### config.mk
export PLATFORM = sky130hd
export DESIGN_NAME = ifetch_unit_flat
export DESIGN_NICKNAME = d
export VERILOG_FILES = /design/src/rtl/ifetch_unit_if.sv /design/src/rtl/ifetch_unit.sv /design/src/flat_wrapper.sv
export SDC_FILE = /design/constraint.sdc
export NUM_CORES = 1
export LEC_CHECK = 0
export CAP_MARGIN = 20
export CORE_UTILIZATION = 45
export CTS_CLUSTER_SIZE = 24
export DETAILED_ROUTE_END_ITERATION = 10
export PLACE_DENSITY = 0.91
export SYNTH_ARGS = -nofsm -noshare
export SYNTH_HDL_FRONTEND = slang
export SYNTH_SLANG_ARGS = --single-unit
### constraint.sdc
create_clock -name clk -period 2.2 [get_ports clk]
set_input_delay 0.33 -clock clk [delete_from_list [all_inputs] [get_ports clk]]
set_output_delay 0.33 -clock clk [all_outputs]
set_load 0.05 [all_outputs]
### src/rtl/ifetch_unit_if.sv
// Instruction memory bus between the fetch unit and instruction memory.
// The fetch unit holds imem_req with a stable imem_addr until memory
// answers with imem_ack, which qualifies imem_rdata for that cycle.
//   imem_req    master -> slave   request valid
//   imem_addr   master -> slave   word address (low two bits always 0)
//   imem_ack    slave  -> master  response valid
//   imem_rdata  slave  -> master  instruction word
interface ifetch_unit_if #(
    parameter int unsigned XLEN = 32
);
    logic            imem_req;
    logic [XLEN-1:0] imem_addr;
    logic            imem_ack;
    logic [31:0]     imem_rdata;

    modport master (
        output imem_req,
        output imem_addr,
        input  imem_ack,
        input  imem_rdata
    );

    modport slave (
        input  imem_req,
        input  imem_addr,
        output imem_ack,
        output imem_rdata
    );
endinterface

### src/rtl/ifetch_unit.sv
// Instruction fetch stage of the multi-cycle RV32I core.
// On PC_Write & IR_Write it fetches the word at pc over the imem bus,
// loads it into ir and advances pc by 4 (or to a held redirect target).
// Ports:
//   clk, rst               clock, synchronous active-high reset
//   PC_Write, IR_Write     fetch strobes; a fetch starts only when both are high
//   pc_load, pc_load_val   jump/branch redirect request and target
//   imem                   instruction memory bus (master side)
//   pc, ir                 program counter and instruction register
//   opcode..rd             combinational field slices of ir
//   fetch_busy             high while a request is outstanding
//   fetch_done             one-cycle pulse, the cycle after ir was loaded
//   bus_err                sticky, memory did not answer within TIMEOUT cycles
//   misalign               sticky, a redirect target had nonzero low bits
//
// state | meaning
// IDLE  | waiting for a fetch strobe; redirects update pc directly
// REQ   | request outstanding at pc; redirects are held as pending
// ERR   | bus timeout seen; everything ignored until reset
module ifetch_unit #(
    parameter int unsigned     XLEN     = 32,
    parameter logic [XLEN-1:0] RESET_PC = '0,
    parameter int unsigned     TIMEOUT  = 16
) (
    input  logic             clk,
    input  logic             rst,
    input  logic             PC_Write,
    input  logic             IR_Write,
    input  logic             pc_load,
    input  logic [XLEN-1:0]  pc_load_val,
    ifetch_unit_if.master    imem,
    output logic [XLEN-1:0]  pc,
    output logic [31:0]      ir,
    output logic [6:0]       opcode,
    output logic [2:0]       funct3,
    output logic [6:0]       funct7,
    output logic [4:0]       rs1,
    output logic [4:0]       rs2,
    output logic [4:0]       rd,
    output logic             fetch_busy,
    output logic             fetch_done,
    output logic             bus_err,
    output logic             misalign
);
    localparam int unsigned        CNT_W    = $clog2(TIMEOUT);
    // Down-counter of REQ cycles left before timeout; terminal count is 0.
    localparam logic [CNT_W-1:0]   TMO_LOAD = CNT_W'(TIMEOUT - 1);
    localparam logic [31:0]        NOP      = 32'h0000_0013;

    typedef enum logic [1:0] {
        IDLE = 2'd0,
        REQ  = 2'd1,
        ERR  = 2'd2
    } state_t;

    state_t           state_q, state_d;
    logic [XLEN-1:0]  pc_q, pc_d;
    logic [31:0]      ir_q, ir_d;
    logic             pend_vld_q, pend_vld_d;
    logic [XLEN-1:0]  pend_pc_q, pend_pc_d;
    logic [CNT_W-1:0] tmo_cnt_q, tmo_cnt_d;
    logic             ir_loaded_q, ir_loaded_d;
    logic             fetch_done_q, fetch_done_d;
    logic             bus_err_q, bus_err_d;
    logic             misalign_q, misalign_d;

    logic             fetch_start;
    logic [XLEN-1:0]  load_pc;
    logic             load_misaligned;

    assign fetch_start     = PC_Write & IR_Write;
    assign load_pc         = {pc_load_val[XLEN-1:2], 2'b00};
    assign load_misaligned = |pc_load_val[1:0];

    always_comb begin
        state_d      = state_q;
        pc_d         = pc_q;
        ir_d         = ir_q;
        pend_vld_d   = pend_vld_q;
        pend_pc_d    = pend_pc_q;
        tmo_cnt_d    = tmo_cnt_q;
        ir_loaded_d  = 1'b0;
        fetch_done_d = ir_loaded_q;
        bus_err_d    = bus_err_q;
        misalign_d   = misalign_q;

        unique case (state_q)
            IDLE: begin
                tmo_cnt_d  = TMO_LOAD;
                pend_vld_d = 1'b0;
                // A redirect in the strobe cycle lands in pc first, so the
                // request that follows already issues the new address.
                if (pc_load) begin
                    pc_d       = load_pc;
                    misalign_d = misalign_q | load_misaligned;
                end
                if (fetch_start) begin
                    state_d = REQ;
                end
            end
            REQ: begin
                if (pc_load) begin
                    pend_vld_d = 1'b1;
                    pend_pc_d  = load_pc;
                    misalign_d = misalign_q | load_misaligned;
                end
                if (imem.imem_ack) begin
                    ir_d        = imem.imem_rdata;
                    // Uses the _d copies so a redirect in the ack cycle wins.
                    pc_d        = pend_vld_d ? pend_pc_d : pc_q + XLEN'(4);
                    pend_vld_d  = 1'b0;
                    ir_loaded_d = 1'b1;
                    state_d     = IDLE;
                end else if (tmo_cnt_q == '0) begin
                    bus_err_d = 1'b1;
                    state_d   = ERR;
                end else begin
                    tmo_cnt_d = tmo_cnt_q - 1'b1;
                end
            end
            ERR: begin
                state_d = ERR;
            end
            default: begin
                state_d = IDLE;
            end
        endcase
    end

    always_ff @(posedge clk) begin
        if (rst) begin
            state_q      <= IDLE;
            pc_q         <= RESET_PC;
            ir_q         <= NOP;
            pend_vld_q   <= 1'b0;
            pend_pc_q    <= '0;
            tmo_cnt_q    <= TMO_LOAD;
            ir_loaded_q  <= 1'b0;
            fetch_done_q <= 1'b0;
            bus_err_q    <= 1'b0;
            misalign_q   <= 1'b0;
        end else begin
            state_q      <= state_d;
            pc_q         <= pc_d;
            ir_q         <= ir_d;
            pend_vld_q   <= pend_vld_d;
            pend_pc_q    <= pend_pc_d;
            tmo_cnt_q    <= tmo_cnt_d;
            ir_loaded_q  <= ir_loaded_d;
            fetch_done_q <= fetch_done_d;
            bus_err_q    <= bus_err_d;
            misalign_q   <= misalign_d;
        end
    end

    assign imem.imem_req  = (state_q == REQ);
    assign imem.imem_addr = pc_q;

    assign pc         = pc_q;
    assign ir         = ir_q;
    assign opcode     = ir_q[6:0];
    assign rd         = ir_q[11:7];
    assign funct3     = ir_q[14:12];
    assign rs1        = ir_q[19:15];
    assign rs2        = ir_q[24:20];
    assign funct7     = ir_q[31:25];
    assign fetch_busy = (state_q == REQ);
    assign fetch_done = fetch_done_q;
    assign bus_err    = bus_err_q;
    assign misalign   = misalign_q;
endmodule

### src/flat_wrapper.sv
// flat-port wrapper written by rule: the top's interface ports become plain ports
module ifetch_unit_flat 
#(
    parameter int unsigned     XLEN     = 32,
    parameter logic [XLEN-1:0] RESET_PC = '0,
    parameter int unsigned     TIMEOUT  = 16
)
  (clk, rst, PC_Write, IR_Write, pc_load, pc_load_val, pc, ir, opcode, funct3, funct7, rs1, rs2, rd, fetch_busy, fetch_done, bus_err, misalign, imem_imem_req, imem_imem_addr, imem_imem_ack, imem_imem_rdata);
  ifetch_unit_if #(.XLEN(XLEN)) imem_i ();
  input  logic clk;
  input  logic rst;
  input  logic PC_Write;
  input  logic IR_Write;
  input  logic pc_load;
  input  logic [XLEN-1:0] pc_load_val;
  output logic [XLEN-1:0] pc;
  output logic [31:0] ir;
  output logic [6:0] opcode;
  output logic [2:0] funct3;
  output logic [6:0] funct7;
  output logic [4:0] rs1;
  output logic [4:0] rs2;
  output logic [4:0] rd;
  output logic fetch_busy;
  output logic fetch_done;
  output logic bus_err;
  output logic misalign;
  output wire logic [$bits(imem_i.imem_req)-1:0] imem_imem_req;
  output wire logic [$bits(imem_i.imem_addr)-1:0] imem_imem_addr;
  input wire logic [$bits(imem_i.imem_ack)-1:0] imem_imem_ack;
  input wire logic [$bits(imem_i.imem_rdata)-1:0] imem_imem_rdata;
  assign imem_imem_req = imem_i.imem_req;
  assign imem_imem_addr = imem_i.imem_addr;
  assign imem_i.imem_ack = imem_imem_ack;
  assign imem_i.imem_rdata = imem_imem_rdata;
  ifetch_unit #(.XLEN(XLEN), .RESET_PC(RESET_PC), .TIMEOUT(TIMEOUT)) u_core (.clk(clk), .rst(rst), .PC_Write(PC_Write), .IR_Write(IR_Write), .pc_load(pc_load), .pc_load_val(pc_load_val), .imem(imem_i), .pc(pc), .ir(ir), .opcode(opcode), .funct3(funct3), .funct7(funct7), .rs1(rs1), .rs2(rs2), .rd(rd), .fetch_busy(fetch_busy), .fetch_done(fetch_done), .bus_err(bus_err), .misalign(misalign));
endmodule
==> impl_metrics.env <==
export IMPL_htree_levels=3
export IMPL_ys_types=56
export IMPL_area_growth_pct=42.5
export IMPL_wire_per_inst_um=16.9
export IMPL_dr_pass1_iters=6
export IMPL_io_buffers=202
export IMPL_crit_buf_inv=2
export IMPL_die_area_um2=12800
export IMPL_via_count=5869
export IMPL_rows=40
export IMPL_io_pins=203
export IMPL_synthFlopType="dfxtp_1"
export IMPL_synth_nets=804
export IMPL_synth_edf_count=0
export IMPL_cts_sinks=107
export IMPL_hold_class="in -> reg"
export IMPL_irDropWorstVdd_mv=0.396
export IMPL_status="completed"
export IMPL_hold_end="u_core.pend_pc_q[23]"
export IMPL_syn_area_um2=5570
export IMPL_ctsHoldBuffers=0
export IMPL_nFillCells=1013
export IMPL_wl_met3_mm=1.66
export IMPL_die_y_um=113
export IMPL_avgSynthCellArea_um2=7.60
export IMPL_wl_met1_mm=7.10
export IMPL_final_setup_viol_count=0
export IMPL_critPathSlowestCell="clkdlybuf4s50_1"
export IMPL_path_max_fanout=5
export IMPL_clk_latency_ns=0.35
export IMPL_synthArstFlopShare_pct=0
export IMPL_clockBufferDepth=2
export IMPL_critical_path_top_delay_family="buffers and inverters"
export IMPL_r2r_setup_slack_ns=0.09
export IMPL_rr_startpoint="u_core.imem.imem_addr[13]"
export IMPL_slowest_delay_ns=0.80
export IMPL_fin_hold_ws_ns=0.377
export IMPL_clock_skew_ns=0.0115
export IMPL_max_cap_violations=0
export IMPL_nets=955
export IMPL_tns_ns=0
export IMPL_core_area_um2=12000
export IMPL_met2_length_mm=8.22
export IMPL_postRouteAntennaNets=0
export IMPL_synth_cells=732
export IMPL_wirelength_mm=17.5
export IMPL_drc=0
export IMPL_grt_antenna_before_repair=0
export IMPL_holdPathStages=2
export IMPL_finish_cell_count_without_fillers=1035
export IMPL_place_inst=1017
export IMPL_seq_area_frac_synth_pct=38.5
export IMPL_cellPowerDensity_nw_per_um2=650
export IMPL_layout_min_cycle_time_ns=2.12
export IMPL_finalCritPeriodShare_pct=96.2
export IMPL_grt_ovfl_total=0
export IMPL_grt_pass1_vias=5421
export IMPL_ys_seq_elements=107
export IMPL_numCtsBuffers=9
export IMPL_topRoutingLayerUsed="met4"
export IMPL_place_congestion=0.924
export IMPL_required_ns=1.87
export IMPL_finalMaxSlewViolations=0
export IMPL_root_buffer="clkbuf_16"
export IMPL_hold_viol=0
export IMPL_drt_initial_drc_count=629
export IMPL_arrival_ns=1.79
export IMPL_leakagePower_nw=2.83
export IMPL_rr_worst_depth=6
export IMPL_tightest_slew_ns=0.607
export IMPL_min_from="rst"
export IMPL_end_kind="primary output"
export IMPL_antenna_cells=0
export IMPL_max_freq_ghz=0.473
export IMPL_grt_pass1_wl_mm=27.4
export IMPL_start_kind="flop"
export IMPL_clk_pin_slew_ns=0.08
export IMPL_max_slew_margin_pct=59.5
export IMPL_via_per_inst=5.67
export IMPL_fp_dieW_um=113
export IMPL_grt_use_total_pct=27.2
export IMPL_grt_max_degree=39
export IMPL_crit_chain="buf_4 -> clkdlybuf4s50_1"
export IMPL_rsz0062_at_grt="no"
export IMPL_ys_warn_count=0
export IMPL_detailedPlacementHpwl_mm=12.5
export IMPL_drive_gt1_share_pct=11.4
export IMPL_crit_type="reg -> out"
export IMPL_initial_utilization_pct=46.3
export IMPL_cts_tree="done"
export IMPL_r2r_end="u_core.imem.imem_addr[26]"
==> worst register-to-register path: stages (launching register included) <==
cell,delay (ns)
dfxtp_1,0.51
nand4_1,0.29
nor4_4,0.42
buf_4,0.17
nand3_2,0.08
a21o_1,0.21
a2111oi_2,0.34
==> routing by layer <==
layer,vias to the layer above,global-route usage (%)
met2,354,45.3
met1,2706,33.5
met3,49,6.32
li1,2760,-
met5,-,0
met4,0,12.2
==> cells by family after synthesis <==
logic type                 Yosys count  share of synthesized area, %
buffers and inverters              128                          13.1
AOI/OAI and AO/OA                  178                          19.2
muxes                                8                          1.44
and+or+nand+nor                    298                          25.6
DFF                                107                          38.5
adders and majority gates            2                         0.449
xor gates and xnor gates            11                          1.73
==> where the power goes <==
group / switching, W / total, W / internal, W / leakage [nW]
clock: 0.000780 / 0.00179 / 0.00101 / 0.149
sequential: 0.0000912 / 0.00211 / 0.00201 / 0.873
combinational: 0.000778 / 0.00126 / 0.000486 / 1.81
==> cells in the final DEF (no fill, tap or decap), types with 7 or more instances in the layout <==
cell and count:
a21oi_1 99, mux2i_1 8, clkdlybuf4s50_1 199, a211oi_1 11, nand3_1 13, dfxtp_1 103, nor3_1 10, or3_1 9
and3_1 7, clkbuf_16 9, inv_1 13, nor2_1 34, o211ai_1 10, nand4_1 16, nand2_1 170, o21ai_0 28
buf_4 47, buf_12 9
==> synthesized netlist by cell type (8+ instances only) <==
cell	number	area share [%]
nand2_1	170	11
dfxtp_1	107	38
a21oi_1	99	8.9
buf_4	65	8.8
clkbuf_1	43	2.9
nor2_1	36	2.4
o21ai_0	28	2.5
nand4_1	16	1.8
inv_1	13	0.88
nand3_1	13	1.2
a211oi_1	11	1.5
nor3_1	10	0.90
o211ai_1	10	1.3
or3_1	9	1.0
mux2i_1	8	1.4
==> registers in the layout, indices dropped and copies added, names as in the netlist <==
signal	count
u_core.fetch_done_d	1
u_core.pend_vld_q	1
u_core.pend_pc_q	32
u_core.ir	32
u_core.misalign	1
u_core.imem.imem_addr	32
u_core.state_q	2
u_core.tmo_cnt_q	4
u_core.bus_err	1
u_core.fetch_done	1
==> final cells by class <==
class | count | area, µm² | area share [%]
multi-input cells | 497 | 2700 | 34.1
clock buffers | 9 | 225 | 2.84
flip-flops and latches | 107 | 2150 | 27.1
inverters | 13 | 48.8 | 0.615
clock inverters | 7 | 100 | 1.26
well taps | 147 | 184 | 2.32
repair buffers | 255 | 2520 | 31.8
==> worst max-delay path by stage <==
stage	from	endpoint	slack (ns)	cells past startpoint
detailed placement	pc_load	u_core.imem.imem_addr[26]	0.04	7
global placement	pc_load	u_core.imem.imem_addr[26]	0.07	6
finish	u_core.imem.imem_addr[5]	imem_imem_addr[5]	0.08	2
CTS	u_core.imem.imem_addr[11]	imem_imem_addr[11]	0.02	1
floorplan	u_core.imem.imem_addr[5]	u_core.imem.imem_addr[26]	0.02	5
global route	u_core.imem.imem_addr[13]	u_core.imem.imem_addr[26]	0.04	6
==> through the flow <==
| step | utilization, % | instance area (µm²) | total power (W) | setup WS, ns |
|---|---|---|---|---|
| finish | 66.0 | 7930 | 0.00516 | 0.0837 |
| global route | 66.0 | 7930 | 0.00533 | 0.0381 |
| CTS | 65.9 | 7910 | 0.00517 | 0.0222 |
| detailed placement | 63.2 | 7590 | 0.00340 | 0.0428 |
| global placement | 63.2 | 7590 | 0.00338 | 0.0681 |
| floorplan | - | 5570 | 0.00293 | 0.0180 |
==> timing repair <==
item	in CTS	in global routing
setup endpoints to repair	0	3
resized for setup	0	2
buffers inserted	0	2
Power figures use the tool's default switching activity.
